[config.mk]
export PLATFORM = sky130hd
export DESIGN_NAME = board_renderer
export DESIGN_NICKNAME = d
export VERILOG_FILES = /design/src/rtl/board_renderer.sv
export SDC_FILE = /design/constraint.sdc
export NUM_CORES = 1
export LEC_CHECK = 0
export ABC_AREA = 1
export CORE_MARGIN = 2
export CORE_UTILIZATION = 35
export DETAILED_ROUTE_END_ITERATION = 12
export MAX_ROUTING_LAYER = met4
export PLACE_DENSITY = 0.55
export SLEW_MARGIN = 40
export SYNTH_ARGS = -nofsm -noshare
export SYNTH_HDL_FRONTEND = slang
export SYNTH_SLANG_ARGS = --single-unit
[constraint.sdc]
create_clock -name clk -period 3.45 [get_ports clk]
set_clock_uncertainty 0.2 [all_clocks]
set_input_delay 0.8625 -clock clk [delete_from_list [all_inputs] [get_ports clk]]
set_output_delay 0.8625 -clock clk [all_outputs]
set_load 0.005 [all_outputs]
[src/rtl/board_renderer.sv]
`default_nettype none
// +----------------------------------------------------------------------------+
// | Module      : board_renderer                                               |
// | Description : Reads the stored board from ram_board and repaints it to     |
// |               the VGA framebuffer one CELL_PX x CELL_PX cell at a time.    |
// |               Optional macro BOARD_GRID_EN paints the right and bottom     |
// |               pixel row/column of each cell in GRID_COLOUR.                |
// | Revision    : 1.0 - initial release                                        |
// +----------------------------------------------------------------------------+
module board_renderer #(
  parameter int         BOARD_W     = 10,
  parameter int         BOARD_H     = 20,
  parameter int         CELL_PX     = 4,
  parameter int         X_ORIGIN    = 60,
  parameter int         Y_ORIGIN    = 20,
  parameter int         RAM_LATENCY = 1,
  parameter logic [5:0] BG_COLOUR   = 6'h00
`ifdef BOARD_GRID_EN
  , parameter logic [5:0] GRID_COLOUR = 6'h15
`endif
) (
  input  logic       clk,
  input  logic       reset,
  input  logic       enable,
  input  logic [4:0] row_first,
  input  logic [4:0] row_last,
  output logic [7:0] ram_addr,
  input  logic [5:0] ram_q,
  output logic [7:0] X,
  output logic [6:0] Y,
  output logic [5:0] colour,
  output logic       writeEn,
  output logic       complete
);

  localparam int COL_W  = (BOARD_W > 1) ? $clog2(BOARD_W) : 1;
  localparam int PX_W   = (CELL_PX > 1) ? $clog2(CELL_PX) : 1;
  localparam int WAIT_W = (RAM_LATENCY > 1) ? $clog2(RAM_LATENCY) : 1;

  typedef enum logic [2:0] {
    IDLE    = 3'd0,
    ADDR    = 3'd1,
    WAIT_RD = 3'd2,
    PAINT   = 3'd3,
    DONE    = 3'd4
  } state_t;

  state_t            state_q, state_d;
  logic [4:0]        row_q, row_d;
  logic [4:0]        hi_q, hi_d;
  logic [COL_W-1:0]  col_q, col_d;
  logic [PX_W-1:0]   px_q, px_d;
  logic [PX_W-1:0]   py_q, py_d;
  logic [WAIT_W-1:0] wait_q, wait_d;
  logic [5:0]        cell_q, cell_d;
  logic [7:0]        x_q, x_d;
  logic [6:0]        y_q, y_d;
  logic [5:0]        colour_q, colour_d;

  logic [7:0] pix_x;
  logic [6:0] pix_y;
  logic [5:0] pix_colour;
  logic       px_last, py_last, col_last, painting;

  always_comb begin
    pix_x    = 8'(X_ORIGIN + int'(col_q) * CELL_PX + int'(px_q));
    pix_y    = 7'(Y_ORIGIN + int'(row_q) * CELL_PX + int'(py_q));
    px_last  = (int'(px_q) == CELL_PX - 1);
    py_last  = (int'(py_q) == CELL_PX - 1);
    col_last = (int'(col_q) == BOARD_W - 1);
`ifdef BOARD_GRID_EN
    pix_colour = (px_last || py_last) ? GRID_COLOUR : cell_q;
`else
    pix_colour = cell_q;
`endif
  end

  assign painting = (state_q == PAINT);
  assign ram_addr = 8'(int'(row_q) * BOARD_W + int'(col_q));
  assign writeEn  = painting;
  assign complete = (state_q == DONE);
  // Pixel outputs follow the live pixel while painting, otherwise the last one plotted.
  assign X        = painting ? pix_x      : x_q;
  assign Y        = painting ? pix_y      : y_q;
  assign colour   = painting ? pix_colour : colour_q;

  always_comb begin
    state_d  = state_q;
    row_d    = row_q;
    hi_d     = hi_q;
    col_d    = col_q;
    px_d     = px_q;
    py_d     = py_q;
    wait_d   = wait_q;
    cell_d   = cell_q;
    x_d      = painting ? pix_x      : x_q;
    y_d      = painting ? pix_y      : y_q;
    colour_d = painting ? pix_colour : colour_q;

    case (state_q)
      IDLE: begin
        if (enable) begin
          row_d   = row_first;
          hi_d    = (int'(row_last) > BOARD_H - 1) ? 5'(BOARD_H - 1) : row_last;
          col_d   = '0;
          state_d = (row_first > hi_d) ? DONE : ADDR;
        end
      end
      ADDR: begin
        wait_d  = '0;
        state_d = WAIT_RD;
      end
      WAIT_RD: begin
        if (int'(wait_q) == RAM_LATENCY - 1) begin
          cell_d  = (ram_q == 6'd0) ? BG_COLOUR : ram_q;
          px_d    = '0;
          py_d    = '0;
          state_d = PAINT;
        end else begin
          wait_d = wait_q + 1'b1;
        end
      end
      PAINT: begin
        if (px_last) begin
          px_d = '0;
          if (py_last) begin
            py_d = '0;
            if (!col_last) begin
              col_d   = col_q + 1'b1;
              state_d = ADDR;
            end else if (row_q < hi_q) begin
              col_d   = '0;
              row_d   = row_q + 1'b1;
              state_d = ADDR;
            end else begin
              state_d = DONE;
            end
          end else begin
            py_d = py_q + 1'b1;
          end
        end else begin
          px_d = px_q + 1'b1;
        end
      end
      DONE:    state_d = IDLE;
      default: state_d = IDLE;
    endcase

    // Dropping enable mid-render aborts without a completion pulse.
    if (state_q != IDLE && !enable) begin
      state_d = IDLE;
    end
  end

  always_ff @(posedge clk) begin
    if (reset) begin
      state_q  <= IDLE;
      row_q    <= '0;
      hi_q     <= '0;
      col_q    <= '0;
      px_q     <= '0;
      py_q     <= '0;
      wait_q   <= '0;
      cell_q   <= '0;
      x_q      <= '0;
      y_q      <= '0;
      colour_q <= '0;
    end else begin
      state_q  <= state_d;
      row_q    <= row_d;
      hi_q     <= hi_d;
      col_q    <= col_d;
      px_q     <= px_d;
      py_q     <= py_d;
      wait_q   <= wait_d;
      cell_q   <= cell_d;
      x_q      <= x_d;
      y_q      <= y_d;
      colour_q <= colour_d;
    end
  end

endmodule
`default_nettype wire

After elaboration in Yosys (flattened, before gate mapping) --
Cells that the tools add are included.
Storage, ports and cells: bits in registers 49, input port bits 19, output and inout port bits 31, logic and storage cells 89
Operators by class: add/sub/neg operators 10, $mul 1, $lt $le $gt $ge 3, equal/unequal tests 14, muxes and demuxes 33, bitwise operators 1, reduce and logical (&&, ||, !) cells 16
Operators by type and width (number):
- 5-bit 2-to-1 mux | 6
- 3-bit 2-to-1 mux | 7
- 4-bit 2-to-1 mux | 5
- 6-bit 2-to-1 mux | 2
- 3-bit one-hot mux with 4 select lines | 1
- 2-bit != test (second input constant) | 5
- 5-bit one-hot mux with 2 select lines | 1
- 7-bit by 2-bit adder with 8-bit output | 1
- 8-bit by 4-bit adder with 8-bit output | 1
- 2-bit 2-to-1 mux | 4
- 8-bit 2-to-1 mux | 1
- 2-bit one-hot mux with 2 select lines | 2
- 4-bit one-hot mux with 2 select lines | 1
- 5-bit by 7-bit adder with 7-bit output (first input constant) | 1
- 6-bit by 6-bit adder with 7-bit output (first input constant) | 1
- 7-bit by 2-bit adder with 7-bit output | 1
- 5-bit by 3-bit multiplier with 7-bit output (second input constant) | 1
- 7-bit 2-to-1 mux | 1
- 3-bit by 2-bit equality test with 1-bit output (second input constant) | 2
- 6-bit logical NOT | 1
- 2-bit AND reduction | 3
- 6-bit AND reduction | 1
- 2-bit nonzero test | 3
- 5-bit by 1-bit adder with 5-bit output (second input constant) | 1
- other kinds (23) | 25

Logic depth before layout (Yosys ltp) --
depth in word-level cells 6, mapped depth 13

Worst setup path before layout --
OpenSTA, ideal clock, no wires.
kind register to output, start reg row_q[1], end out ram_addr[7], arrival 1746 ps, required time 2388 ps, slack 641 ps, stages on the path, launching flop included 9, buffers on the path 0, cell sequence dfxtp_1 ha_1 ha_1 inv_1 fa_1 inv_1 nand2_1 nor2_1 xor2_1
On the way: word-level cells in the longest chain between the ends 2
RTL lines:
- from (decl) | line 49 | logic [4:0] row_q, row_d;
- from (signal assigned) | line 170 | row_q <= row_d;
- 5-bit by 3-bit multiplier with 7-bit output | line 79 | assign ram_addr = 8'(int'(row_q) * BOARD_W + int'(col_q));
- 8-bit by 4-bit adder with 8-bit output | line 79
- to (decl) | line 27 | output logic [7:0] ram_addr,
Every way passes these cells.

Worst setup path in the final report --
Same ends and word-level chain as after synthesis.

==> PnR_summary.wiki <==
{| class="wikitable"
! Metric !! Value
|-
| Post-route insts no fill || roughly 550
|-
| Tightest Pin Transition || around 0.51 ns
|-
| Number of rows in the core area || 32
|-
| Number of buffers added to fix hold violations after cts || 0
|-
| Number of antenna-violating nets in the routed design || 0
|-
| Worst R2R Setup Slack || roughly 1.3 ns
|-
| Height of the die || approximately 93 um
|-
| Starting density of the core || 36.3%
|-
| Remaining max-slew budget at the tightest pin || 65.8%
|-
| PwrDens || between 600 and 700 nW/um2
|-
| Endpoint class of the critical path || output pin
|-
| Global-route wire length before repair || ~11 mm
|-
| Final worst hold slack || 0.245 ns
|-
| Worst setup path endpoint || ram_addr[7]
|-
| Final core area utilization || a little under half
|-
| Global routing usage summed across all routing layers || between 10% and 20%
|-
| Top-Level Pins || 50
|-
| Cell taking the most area after synthesis || dfxtp_1
|-
| Mux cell area share after synthesis || 0%
|-
| Worst Setup SP || row_q[1]
|-
| Number of instances in the synthesized netlist || about 400
|-
| Core ar. || roughly 7700 um2
|-
| Number of filler cells placed in the layout || between 800 and 900
|-
| Startpoint types || flip-flop
|-
| Net count after synthesis || between 400 and 500
|-
| TritonCTS sink count || 48
|-
| Fraction of post-synthesis cell area in the top cell type by area || between 30 and 40%
|-
| Count of maximum capacitance violations || 0
|-
| Vias per inst || ~4.6
|-
| Detailed router's first-iteration violation count || around 100
|-
| Buffer cell driving the clock tree root || clkbuf_8
|-
| Slew Limit Fails || 0
|-
| Run status || completed
|-
| Worst path required time || 2.39 ns
|-
| Clock slew at reported path FFs || about 0.09 ns
|-
| Longest Clk Path Bufs || 2
|-
| Overall overflow remaining after global route || 0
|-
| Sequential element share of the synthesized area || 34.3%
|-
| Routed WL || ~6.4 mm
|-
| Class of the tightest hold or removal check || reg2reg
|-
| Post-Place Cells || 545
|-
| Number of buffer cells added on primary ports || 49
|-
| Top-count cell post-synth || nand2_1
|-
| Category of the most critical setup path || reg2out
|-
| Die outline width || 93.5 um
|-
| Arrival time at the worst endpoint || between 2 and 2.5 ns
|-
| Yosys reg bits || 48
|-
| Total number of nets in the final design || 495
|-
| Leakage dissipation || ~0.0017 uW
|-
| Register-to-Register Path Depth || 9
|-
| N_diodes || 0
|-
| Setup TNS || 0 ns
|-
| Crit Reg-Reg Endpoint || col_q[1]
|-
| H-tree Lvls || 2
|-
| Average detailed-routed wire length per instance || approximately 12 um
|-
| Timing-limited maximum frequency || around 0.3 GHz
|-
| Adder-cell share of the synthesized area || roughly an eighth
|-
| CTS tree || built
|-
| Largest cells by area after synthesis || dfxtp_1 (34%), nand2_1 (11%), ha_1 (11%)
|-
| Max Fanout on Critical Path || 3
|-
| Total power of the final layout || 2150 uW
|-
| Simple-gate portion of the synthesized area || between 20% and 30%
|-
| Post-synth design cell area || 2800 um2
|-
| Number of iterations in the first detailed-routing pass || 4
|-
| Number of buffers created by CTS || 5
|-
| Peak VDD IR || 221 uV
|-
| Setup violators final || 0
|-
| Via Count || ~2.5k
|-
| Source of the worst register-to-register timing path || state_q[0]
|-
| YS warnings || 0
|-
| Final routed DRC violation total || 0
|-
| Async SR Flop Fraction || 0%
|-
| Fraction of final layout cells with drive strength greater than 1 || about a tenth
|-
| Final GP Congestion || ~0.82
|-
| Detailed placement HPWL || roughly 4.7 mm
|-
| Minimum clock period || ~3.3 ns
|-
| Mean post-synth cell area || approximately 7.0 um2
|-
| Maximum number of pins on one net before global-route repair || 32
|-
| Synth top cells by count || nand2_1 (85), nor2_1 (54), inv_1 (53)
|-
| Final cycle utilization of the critical path || between 90 and 100%
|-
| Area growth, synth to finish || 25.5%
|-
| Final hold vios || 0
|-
| Insertion delay of the later-clocked pin in the worst-skew pair || roughly 0.31 ns
|-
| Floorplan die area || a little under 9000 um2
|-
| Compound-cell area share of the yosys netlist || around an eighth
|-
| Source of the worst hold timing path || x_q[7]
|-
| Most used DFF post-synth || dfxtp_1
|-
| Main combinational cell family by area after synthesis || simple AND/OR/NAND/NOR gates
|-
| Antenna violations before repair || 0
|-
| Distinct cell type count after synthesis || 30
|-
| Count of flip-flops with a built-in enable after synthesis || 0
|-
| Vias in the first global route || ~2.3k
|-
| Synth Area in XOR/XNOR || about 3.8%
|}
worst min path at each step:
stage                   to  cells past startpoint  slack, ns
detailed placement  x_q[7]                      2       0.24
finish              x_q[7]                      2       0.25
global route        x_q[7]                      2       0.28
global placement    x_q[7]                      2       0.23
CTS                 x_q[7]                      2       0.25
floorplan           x_q[7]                      2       0.22
final cells by class:
class	instances	area [um2]	share of cell area, %
Multi-Input combinational cell	280	1560	44.4
Sequential cell	48	965	27.4
Timing Repair Buffer	56	544	15.5
Inverter	59	223	6.33
Tap cell	102	128	3.63
Clock buffer	6	82.6	2.35
Clock inverter	2	13.8	0.391
what timing repair did:
item / 4_1_cts / 5_1_grt
gates resized for setup: 7 / 3
buffers inserted: 0 / 0
endpoints found under the setup margin: 3 / 3
pin swaps: 0 / 2
metal layers:
layer  wire, um  GRT usage [%]  part of all wire [%]  vias up
li1           -              -                     -     1351
met1       3230           21.3                    50     1142
met2       2870           24.5                    45       40
met3        236           3.14                   3.7        9
met4         65           4.04                   1.0        0
met5          0              -                     0        -
power by group:
part           leakage, uW  switching, uW  internal, uW  total (uW)
Combinational      0.00130            592           467        1060
Clock            0.0000516            207           164         371
Sequential        0.000391           71.8           650         722
worst max-delay path, cell delays in order (launching register included):
cell and delay, ns:
dfxtp_1 0.32, ha_1 0.28, ha_1 0.21, inv_1 0.07, fa_1 0.42, inv_2 0.08, nand2_1 0.05, nor2_1 0.13
xor2_1 0.15, clkdlybuf4s15_1 0.21
kinds of logic (layout without fill, tap and decap cells):
logic type / count (synthesis) / in the layout
adders and majority gates: 26 / 26
xor gates and xnor gates: 12 / 12
buffers and inverters: 71 / 123
DFF: 48 / 48
and+or+nand+nor: 178 / 178
AOI/OAI and AO/OA: 64 / 64
registers in the layout (all words and copies together), names as in the netlist, 3 cells and up:
signal,cells
x_q,8
state_q,3
colour_q,6
col_q,4
y_q,7
cell_q,6
hi_q,5
row_q,5
cell usage in the layout, fill, tap and decap left out, types with 2 or more instances in the layout:
cell / count
o21ai_0: 28
nor2_1: 54
xor2_1: 11
dfxtp_2: 3
clkinv_2: 2
buf_4: 7
inv_1: 52
ha_1: 24
clkdlybuf4s50_1: 46
nand2_2: 2
nand2_1: 85
nand3_1: 14
inv_2: 6
fa_1: 2
clkbuf_8: 6
nand2_4: 2
or2_2: 11
nor3_1: 3
dfxtp_1: 45
a211oi_1: 4
o21ai_1: 3
a21oi_1: 28
nor2_4: 2
stage by stage:
step | worst slack, ns | instance area (um2)
floorplan | 0.641 | 2800
global placement | 0.156 | 3410
detailed placement | 0.0858 | 3410
CTS | 0.0450 | 3510
global route | -0.00504 | 3520
finish | 0.157 | 3520
No activity file was read; power rests on OpenSTA's default activity.
